File: src/rtl/uart_rx_fifo.sv
// uart_rx_fifo: edge-qualified UART receive buffer with FWFT stream output,
// sticky overflow flag and saturating receive-error counter.
module uart_rx_fifo #(
   parameter int DATA_W     = 8,
   parameter int DEPTH_LOG2 = 4
) (
   input  logic                  i_clk,
   input  logic                  i_rst_n,
   input  logic [DATA_W-1:0]     i_data,
   input  logic                  i_valid,
   output logic                  o_ready,
   input  logic                  i_rx_err,
   output logic [DATA_W-1:0]     o_data,
   output logic                  o_valid,
   input  logic                  i_ready,
   output logic [DEPTH_LOG2:0]   o_level,
   output logic                  o_full,
   output logic                  o_empty,
   output logic                  o_overflow,
   output logic [7:0]            o_err_count,
   input  logic                  i_flush,
   input  logic                  i_clr_status
);

   localparam int DEPTH = 1 << DEPTH_LOG2;
   localparam logic [DEPTH_LOG2-1:0] PTR_ONE = 1;
   localparam logic [DEPTH_LOG2:0]   LVL_ONE = 1;

   logic [DATA_W-1:0]     r_mem [DEPTH];
   logic [DEPTH_LOG2-1:0] r_wr_ptr;
   logic [DEPTH_LOG2-1:0] r_rd_ptr;
   logic [DEPTH_LOG2:0]   r_level;
   logic                  r_valid_d;
   logic                  r_err_d;
   logic                  r_overflow;
   logic [7:0]            r_err_count;

   logic w_wr_req;
   logic w_err_evt;
   logic w_full;
   logic w_empty;
   logic w_wr_ok;
   logic w_pop;
   logic w_ovf_evt;

   // Level is never above DEPTH, so its top bit alone marks full.
   assign w_full    = r_level[DEPTH_LOG2];
   assign w_empty   = (r_level == '0);
   assign w_wr_req  = i_valid & ~r_valid_d;
   assign w_err_evt = i_rx_err & ~r_err_d;
   assign w_wr_ok   = w_wr_req & ~w_full;
   assign w_ovf_evt = w_wr_req & w_full;
   assign w_pop     = ~w_empty & i_ready;

   assign o_data      = r_mem[r_rd_ptr];
   assign o_valid     = ~w_empty;
   assign o_ready     = ~w_full;
   assign o_full      = w_full;
   assign o_empty     = w_empty;
   assign o_level     = r_level;
   assign o_overflow  = r_overflow;
   assign o_err_count = r_err_count;

   // Storage array; contents are not reset, flush suppresses the write.
   always_ff @(posedge i_clk) begin
      if (w_wr_ok && !i_flush) begin
         r_mem[r_wr_ptr] <= i_data;
      end
   end

   // Previous-cycle copies of the level inputs for edge detection.
   always_ff @(posedge i_clk or negedge i_rst_n) begin
      if (!i_rst_n) begin
         r_valid_d <= 1'b0;
         r_err_d   <= 1'b0;
      end else begin
         r_valid_d <= i_valid;
         r_err_d   <= i_rx_err;
      end
   end

   // Pointers and occupancy; flush wins over write and pop.
   always_ff @(posedge i_clk or negedge i_rst_n) begin
      if (!i_rst_n) begin
         r_wr_ptr <= '0;
         r_rd_ptr <= '0;
         r_level  <= '0;
      end else if (i_flush) begin
         r_wr_ptr <= '0;
         r_rd_ptr <= '0;
         r_level  <= '0;
      end else begin
         if (w_wr_ok) r_wr_ptr <= r_wr_ptr + PTR_ONE;
         if (w_pop)   r_rd_ptr <= r_rd_ptr + PTR_ONE;
         if (w_wr_ok && !w_pop)      r_level <= r_level + LVL_ONE;
         else if (!w_wr_ok && w_pop) r_level <= r_level - LVL_ONE;
      end
   end

   // Sticky overflow and saturating error count; new events beat clear.
   always_ff @(posedge i_clk or negedge i_rst_n) begin
      if (!i_rst_n) begin
         r_overflow  <= 1'b0;
         r_err_count <= 8'd0;
      end else begin
         if (w_ovf_evt)         r_overflow <= 1'b1;
         else if (i_clr_status) r_overflow <= 1'b0;
         if (i_clr_status) begin
            r_err_count <= w_err_evt ? 8'd1 : 8'd0;
         end else if (w_err_evt && r_err_count != 8'hFF) begin
            r_err_count <= r_err_count + 8'd1;
         end
      end
   end

endmodule
File: config.mk
export PLATFORM = sky130hd
export DESIGN_NAME = uart_rx_fifo
export DESIGN_NICKNAME = d
export VERILOG_FILES = /design/src/rtl/uart_rx_fifo.sv
export SDC_FILE = /design/constraint.sdc
export NUM_CORES = 1
export LEC_CHECK = 0
export BUFFER_PORTS_ARGS = -buffer_cell sky130_fd_sc_hd__buf_2
export CORE_MARGIN = 2
export CORE_UTILIZATION = 35
export DETAILED_ROUTE_END_ITERATION = 10
export PLACE_DENSITY_LB_ADDON = 0.08
export SLEW_MARGIN = 20
export SYNTH_ARGS = -nofsm -noshare
export SYNTH_HDL_FRONTEND = slang
export SYNTH_SLANG_ARGS = --single-unit
File: constraint.sdc
create_clock -name i_clk -period 7.5 [get_ports i_clk]
set_input_delay 1.5 -clock i_clk [delete_from_list [all_inputs] [get_ports i_clk]]
set_output_delay 1.5 -clock i_clk [all_outputs]
set_load 0.1 [all_outputs]
==> flow_metrics.tcl, run 1 <==
set metrics [dict create \
    slowest_delay_ns 0.69 \
    syn_nets 393 \
    cts_setup_buffers 0 \
    gp_congestion 0.7627 \
    pin_count 41 \
    antenna_found_initial 1 \
    criticalPathCategory "flop to primary output" \
    die_x_um 138.5 \
    synthArstFlopShare 0.1579 \
    status "finished clean" \
    hold_buffers 0 \
    cp_slowest_cell "dfrtp_2" \
    ant_nets 0 \
    final_cells 653 \
    synth.cell_area_um2 6330 \
    synthCells 367 \
    via_count 3383 \
    required_ns 6.00 \
    drv_cap 0 \
    fin_crit_sh 0.5784 \
    ctsResizeCount 0 \
    syn_to_final_growth_pct 15.81 \
    dpl_worst_slack_ns 3.492 \
    clock_latency_ns 0.42 \
    viasPerCell 5.181 \
    yosysWarnings 0 \
    antenna_cells 0 \
    fin_skew_ns 0.008827 \
    dr.pass1.iters 4 \
    synth_edf_count 128 \
    period_needed_ns 4.338 \
    cts_sinks 152 \
    startpoint "r_rd_ptr[0]$_DFFE_PN0P_" \
    die_h_um 138.5 \
    r2r_start "o_level[1]$_DFFE_PN0P_" \
    path_clk_slew_ns 0.06 \
    dieArea_um2 19180 \
    grt_pass1_wl_um 21360 \
    totalNegativeSetupSlack_ns 0 \
    numCtsBuffers 17 \
    grt_setup_unrepaired "false" \
    avgSynthCellArea_um2 17.25 \
    clockBufferDepth 2 \
    final_max_slew_viol_count 0 \
    grt_overflow 0 \
    final_cell_mix "edfxtp_1, buf_2, nor2_1" \
    crit_chain "buf_4, mux4_2, a22oi_1, nand2_1, buf_2" \
    final_common_cell "edfxtp_1" \
    setup_violations 0 \
    core_um2 17840 \
    critPathLaunchType "flop" \
    wl_um 13800 \
    max_slew_margin 0.2802 \
    drc 0 \
    synth-seq-cells 152 \
    layout.nets 437 \
    worst_pin_slew_ns 1.076 \
    synth-seq-area-share 0.7021 \
    hp-class "flop to flop" \
    n_fill_cell 1629 \
    synthDistinctLibCells 51 \
    hold_viol_final 0 \
    grt_max_degree 36 \
    ir_drop_uv 408.6 \
    p_leak_nw 2.511 \
    numPortBuffers 40 \
    grtUsageTotal 0.1513 \
    final_layout_size_suffix_gt1_frac 0.2618 \
    powerDensity_nw_per_um2 362.2 \
    fmax_mhz 230.5 \
    crit_fanout 21 \
    cts_tree "built" \
    min_from "o_overflow$_DFFE_PN0P_" \
    avgRoutedWirePerCell_um 21.13 \
    cts-htree-levels 4 \
    drt_iter0_markers 285 \
    postLayoutSetupSlackWorst_ns 3.162 \
    synthFlopType "edfxtp_1" \
    cp.arrival_ns 2.84 \
    std_cell_rows 49 \
    cts-root-buf "clkbuf_16" \
    initial_core_util 0.3548 \
    dp_cells 621 \
    cp-end-kind "primary output" \
    dpl.hpwl_um 8947 \
    grt_pass1_vias 3512 \
]
## path summary, 6_finish.rpt
kind / end / slack (ns) / cells past startpoint
setup / recovery: o_data[0] / 3.16 / 5
hold / removal: o_overflow$_DFFE_PN0P_ / 0.53 / 2
setup reg to reg: o_level[4]$_DFFE_PN0P_ / 4.75 / 8
hold reg to reg: o_overflow$_DFFE_PN0P_ / 0.53 / 2
max in group asynchronous: r_rd_ptr[0]$_DFFE_PN0P_ / 6.01 / 1
min in group asynchronous: o_level[3]$_DFFE_PN0P_ / 1.07 / 1
## cell type report
| class | instances | area (µm²) | area share |
|---|---|---|---|
| sequential | 152 | 4446 | 0.6064 |
| multi-input combinational | 192 | 1775 | 0.2422 |
| clock buffer | 18 | 429.2 | 0.05854 |
| tap | 229 | 286.5 | 0.03909 |
| timing repair buffer | 42 | 215.2 | 0.02936 |
| clock inverter | 14 | 156.4 | 0.02133 |
| inverter | 6 | 22.52 | 0.003072 |
## per-stage QoR
step	util	hold slack (ns)	power (mW)	instance area (µm²)
after floorplan	-	0.5523	1.696	6330
after global placement	0.3781	0.5109	1.838	6745
after detailed placement	0.3781	0.5235	1.842	6745
after CTS	0.4109	0.5392	2.691	7331
after global routing	0.4109	0.5908	2.774	7331
final	0.4109	0.5296	2.655	7331
## registers in the layout, indices dropped and copies added (netlist names)
name         flops
r_mem          128
r_rd_ptr         4
o_err_count      8
r_err_d          1
o_level          5
o_overflow       1
r_wr_ptr         4
r_valid_d        1
## synthesized netlist by cell type, types with 3 or more instances
cell      instances  share of area
edfxtp_1        128           0.61
nor2_1           35          0.021
mux4_2           32           0.11
dfrtp_1          24          0.095
nand2_1          19          0.011
a22oi_1          16          0.019
ha_1             10          0.020
nor2b_1           9         0.0089
a21oi_1           7         0.0055
clkbuf_1          7         0.0042
xor2_1            7         0.0097
inv_1             6         0.0036
o21ai_0           6         0.0047
buf_2             4         0.0032
a211oi_1          3         0.0036
buf_1             3         0.0018
nand3_1           3         0.0024
nor3_1            3         0.0024
o211ai_1          3         0.0036
## worst max-delay path: cells and delay by family, from the launching register on
family	cells	cell delay, ns
buffers and inverters	2	0.81
AND/OR/NAND/NOR	1	0.13
multiplexers	1	0.56
flip-flops	1	0.69
AO/OA/AOI/OAI	1	0.22
## kinds of logic (layout without fill, tap and decap cells)
kind of cell / Yosys count / in the layout / share of synthesized area
AOI/OAI and AO/OA: 49 / 49 / 0.05476
xor gates and xnor gates: 9 / 9 / 0.01245
adders and majority gates: 11 / 11 / 0.02293
buffers and inverters: 23 / 80 / 0.01740
DFF: 152 / 152 / 0.7021
muxes: 35 / 35 / 0.1194
and+or+nand+nor: 88 / 88 / 0.07096
## layer usage
| layer | vias to the layer above | wire (µm) | track usage |
|---|---|---|---|
| li1 | 1538 | - | - |
| met1 | 1738 | 6172 | 0.2027 |
| met2 | 87 | 6693 | 0.2444 |
| met3 | 18 | 722 | 0.03464 |
| met4 | 2 | 193 | 0.05317 |
| met5 | - | 13 | 0 |
## power by group
| part | switching (mW) | internal (mW) | total, mW |
|---|---|---|---|
| sequential | 0.0560 | 0.941 | 0.997 |
| clock | 0.325 | 0.519 | 0.844 |
| combinational | 0.576 | 0.239 | 0.814 |
No activity file was read; power rests on OpenSTA's default activity.
==> inputs of run 2 (changes only) <==
==> constraint.sdc (replaced) <==
create_clock -name i_clk -period 3.9 [get_ports i_clk]
set_input_delay 0.78 -clock i_clk [delete_from_list [all_inputs] [get_ports i_clk]]
set_output_delay 0.78 -clock i_clk [all_outputs]
set_load 0.1 [all_outputs]
==> flow_metrics.tcl, run 2 (synthesis results as in run 1) <==
set metrics [dict create \
    drv_cap 0 \
    crit_chain "buf_12, mux4_2, a22oi_1, nand2_1, buf_2" \
    syn_to_final_growth_pct 17.36 \
    final_cell_mix "edfxtp_1, buf_2, nor2_1" \
    grt_max_degree 27 \
    grt_pass1_wl_um 20780 \
    max_slew_margin 0.3186 \
    cts-htree-levels 4 \
    cts_sinks 152 \
    r2r_slack_ns 1.21 \
    n_fill_cell 1629 \
    viasPerCell 5.111 \
    wl_um 13180 \
    numCtsBuffers 17 \
    whs_ns 0.3651 \
    antenna_found_initial 0 \
    grtUsageTotal 0.1458 \
    fmax_mhz 299.8 \
    drc 0 \
    ir_drop_uv 985.3 \
    clockBufferDepth 2 \
    hold_buffers 0 \
    required_ns 3.12 \
    grt_overflow 0 \
    swShare 0.3546 \
    period_needed_ns 3.336 \
    totalNegativeSetupSlack_ns 0 \
    dieArea_um2 19180 \
    fin_skew_ns 0.01106 \
    r2r_start "o_level[1]$_DFFE_PN0P_" \
    dr.pass1.iters 5 \
    drt_iter0_markers 187 \
    std_cell_rows 49 \
    status "finished clean" \
    path_clk_slew_ns 0.06 \
    slowest_delay_ns 0.60 \
    p_leak_nw 2.564 \
    fin_crit_sh 0.8554 \
    pin_count 41 \
    layout.nets 443 \
    die_h_um 138.5 \
    dpl.hpwl_um 8611 \
    final_max_slew_viol_count 0 \
    numPortBuffers 40 \
    grt_pass1_vias 3515 \
    cp-end-kind "primary output" \
    ctsResizeCount 0 \
    p_clk_frac 0.326 \
    final_common_cell "edfxtp_1" \
    die_x_um 138.5 \
    powerDensity_nw_per_um2 700.9 \
    hold_viol_final 0 \
    via_count 3363 \
    intPower_mw 3.361 \
    initial_core_util 0.3548 \
    clock_latency_ns 0.42 \
    largest_reg_flops 128 \
    avgRoutedWirePerCell_um 20.04 \
    p_seq_frac 0.369 \
    startpoint "r_rd_ptr[0]$_DFFE_PN0P_" \
    cts_setup_buffers 0 \
    core_um2 17840 \
    crit_fanout 26 \
    worst_pin_slew_ns 1.018 \
    p_switching_mw 1.846 \
    ant_nets 0 \
    max_flop_register "r_mem" \
    criticalPathCategory "flop to primary output" \
    setup_violations 0 \
    final_layout_size_suffix_gt1_frac 0.2774 \
    cts-root-buf "clkbuf_16" \
    cp.arrival_ns 2.56 \
    hp-class "input port to async pin" \
    cp_slowest_cell "dfrtp_2" \
    grt_setup_unrepaired "false" \
    cts_tree "built" \
    antenna_cells 0 \
    combPwrFrac 0.305 \
    gp_congestion 0.7582 \
    critPathLaunchType "flop" \
]
[run 2: cell count changes in the layout (fill, tap and decap cells not counted)]
cell / delta
clkinv_1: -2
inv_6: +1
inv_1: -1
nand2_1: -1
clkinvlp_4: -2
clkinv_4: +1
buf_4: +4
nand2_2: +1
clkbuf_1: +1
bufinv_16: +1
buf_12: +2
[run 2: layout make-up]
| class | count | area (µm²) | share of cell area |
|---|---|---|---|
| clock buffers | 19 | 432.9 | 0.05828 |
| clock inverters | 12 | 173.9 | 0.02341 |
| inverters | 6 | 26.28 | 0.003537 |
| multi-input cells | 192 | 1778 | 0.2393 |
| flip-flops and latches | 152 | 4446 | 0.5985 |
| well taps | 229 | 286.5 | 0.03857 |
| repair buffers | 48 | 285.3 | 0.03840 |
[run 2: metrics by stage]
stage	cell area, µm²	power (mW)	std cells	setup slack [ns]	util
2_1_floorplan	6336	3.274	367	0.3004	-
3_3_place_gp	6822	3.554	627	0.9469	0.3824
3_5_place_dp	6822	3.566	627	0.9216	0.3824
4_1_cts	7428	5.267	658	0.4649	0.4164
5_1_grt	7428	5.425	658	0.4055	0.4164
6_report	7428	5.207	658	0.5640	0.4164
[run 2: path summary, 6_finish.rpt]
| kind | end | cells after the start |
|---|---|---|
| setup / recovery | o_data[0] | 5 |
| hold / removal | o_level[3]$_DFFE_PN0P_ | 1 |
| setup reg to reg | o_level[4]$_DFFE_PN0P_ | 8 |
| hold reg to reg | o_overflow$_DFFE_PN0P_ | 2 |
| max in group asynchronous | r_rd_ptr[0]$_DFFE_PN0P_ | 1 |
| min in group i_clk | r_valid_d$_DFF_PN0_ | 1 |
[run 2: power groups by stage]
stage	Clock (mW)	Combinational (mW)	Sequential [mW]
2_1_floorplan	0	1.19	2.09
3_3_place_gp	0	1.60	1.96
3_5_place_dp	0	1.61	1.96
4_1_cts	1.73	1.61	1.93
5_1_grt	1.80	1.68	1.94
6_report	1.70	1.59	1.92
[run 2: routing by layer]
| layer | wire, µm | GRT usage | share of wire | vias to the layer above |
|---|---|---|---|---|
| met5 | 0 | 0 | 0 | - |
| met4 | 75 | 0.04672 | 0.0057 | 0 |
| met3 | 398 | 0.03983 | 0.030 | 8 |
| met2 | 6356 | 0.2254 | 0.48 | 67 |
| met1 | 6354 | 0.2020 | 0.48 | 1738 |
| li1 | - | - | - | 1550 |
[run 2: worst max-delay path: cells and delay by family (launching register included)]
| kind | cells | cell delay, ns |
|---|---|---|
| buffers and inverters | 2 | 0.62 |
| DFF | 1 | 0.60 |
| muxes | 1 | 0.53 |
| AOI/OAI and AO/OA | 1 | 0.24 |
| and+or+nand+nor | 1 | 0.16 |
==> inputs of run 3 (changes only) <==
--- a/config.mk
+++ b/config.mk
@@ -6,6 +6,7 @@
 export NUM_CORES = 1
 export LEC_CHECK = 0
 export BUFFER_PORTS_ARGS = -buffer_cell sky130_fd_sc_hd__buf_2
+export CORE_ASPECT_RATIO = 0.75
 export CORE_MARGIN = 2
 export CORE_UTILIZATION = 35
 export DETAILED_ROUTE_END_ITERATION = 10
==> flow_metrics.tcl, run 3 (synthesis results as in run 1) <==
set metrics [dict create \
    status "finished clean" \
    grt_pass1_vias 3520 \
    dr.pass1.iters 4 \
    antenna_cells 0 \
    hold_buffers 0 \
    fin_skew_ns 0.01211 \
    p_switching_mw 1.888 \
    final_cell_mix "edfxtp_1, buf_2, nor2_1" \
    cp-end-kind "primary output" \
    cp.arrival_ns 2.58 \
    grtUsageTotal 0.1564 \
    clockBufferDepth 2 \
    grt_pass1_wl_um 21740 \
    numPortBuffers 40 \
    p_seq_frac 0.382 \
    grt_overflow 0 \
    syn_to_final_growth_pct 16.54 \
    r2r-end "o_level[4]$_DFFE_PN0P_" \
    period_needed_ns 3.365 \
    grt_setup_unrepaired "false" \
    final_layout_size_suffix_gt1_frac 0.2834 \
    viasPerCell 4.954 \
    via_count 3349 \
    wl_um 13930 \
    core_um2 17660 \
    cts-root-buf "clkbuf_16" \
    powerDensity_nw_per_um2 676.2 \
    drt_iter0_markers 271 \
    grt_max_degree 36 \
    std_cell_rows 42 \
    hp-class "input port to async pin" \
    cts-htree-levels 4 \
    gp_congestion 0.7171 \
    criticalPathCategory "flop to primary output" \
    ant_nets 0 \
    cts_setup_buffers 0 \
    clock_latency_ns 0.42 \
    hold_viol_final 0 \
    r2r_start "o_level[0]$_DFFE_PN0P_" \
    max_slew_margin 0.4078 \
    ctsResizeCount 0 \
    final_max_slew_viol_count 0 \
    worst-r2r-cell-count 8 \
    dpl.hpwl_um 8859 \
    drc 0 \
    cp_slowest_cell "dfrtp_2" \
    p_clk_frac 0.290 \
    cts_sinks 152 \
    die_h_um 120.5 \
    pin_count 41 \
    die_x_um 159.3 \
    largest_reg_flops 128 \
    avgRoutedWirePerCell_um 20.60 \
    layout.nets 448 \
    max_flop_register "r_mem" \
    path_clk_slew_ns 0.06 \
    initial_core_util 0.3585 \
    r2r_slack_ns 1.03 \
    slowest_delay_ns 0.56 \
    ir_drop_uv 397.2 \
    cts_tree "built" \
    intPower_mw 3.100 \
    swShare 0.3785 \
    dieArea_um2 19190 \
    whs_ns 0.3646 \
    crit_chain "buf_12, mux4_2, a22oi_1, nand2_1, buf_2" \
    combPwrFrac 0.328 \
    antenna_found_initial 0 \
    fmax_mhz 297.2 \
    totalNegativeSetupSlack_ns 0 \
    critPathLaunchType "flop" \
    drv_cap 0 \
    required_ns 3.12 \
    setup_violations 0 \
    fin_crit_sh 0.8627 \
    numCtsBuffers 17 \
    worst_pin_slew_ns 0.8850 \
    crit_fanout 19 \
    p_leak_nw 2.536 \
    final_common_cell "edfxtp_1" \
]
## run 3: cell types whose count changed in the layout (fill, tap and decap cells not counted)
cell / change
buf_12: -1
clkinv_4: +2
clkinvlp_4: +2
inv_6: -1
buf_4: +6
bufinv_16: -4
clkinv_1: +1
## run 3: how the worst max path moves through the flow
stage | slack [ns] | endpoint | cells past startpoint | startpoint
floorplan | 0.30 | o_empty | 4 | o_level[4]$_DFFE_PN0P_
global placement | 0.94 | o_level[4]$_DFFE_PN0P_ | 8 | i_valid
detailed placement | 0.77 | o_level[4]$_DFFE_PN0P_ | 8 | i_valid
CTS | 0.52 | o_data[0] | 5 | r_rd_ptr[0]$_DFFE_PN0P_
global route | 0.42 | o_data[0] | 5 | r_rd_ptr[0]$_DFFE_PN0P_
finish | 0.54 | o_data[0] | 5 | r_rd_ptr[0]$_DFFE_PN0P_
## run 3: cell type report
type | count | area (µm²)
flip-flops and latches | 152 | 4446
repair buffers | 53 | 310.3
multi-input cells | 192 | 1778
inverters | 6 | 26.28
well taps | 242 | 302.8
clock buffers | 19 | 432.9
fillers | 1634 | 10280
clock inverters | 12 | 81.33
## run 3: critical path, delay by kind of cell, from the launching register on
kind                   cells  cell delay, ns
AO/OA/AOI/OAI              1            0.32
multiplexers               1            0.56
buffers and inverters      2            0.57
flip-flops                 1            0.56
AND/OR/NAND/NOR            1            0.16
## run 3: routing by layer
layer  wire length (µm)  track usage
met3                717      0.03842
met2               6060       0.2220
met5                  0            0
met4                 87      0.05114
met1               7059       0.2355
## run 3: metrics by stage
step                utilization  worst slack [ns]  total power [mW]  cells  area, µm²
global route             0.4178            0.4204             5.218    676       7377
finish                   0.4178            0.5354             4.988    676       7377
global placement         0.3887            0.9396             3.574    645       6863
floorplan                     -            0.3004             3.274    367       6336
detailed placement       0.3887            0.7748             3.588    645       6863
CTS                      0.4178            0.5231             5.043    676       7377
## run 3: power groups by stage
stage	combinational (mW)	sequential [mW]	clock, mW
after CTS	1.65	1.91	1.48
after floorplan	1.19	2.09	0
after global placement	1.64	1.94	0
final	1.63	1.91	1.45
after detailed placement	1.65	1.94	0
after global routing	1.75	1.92	1.55
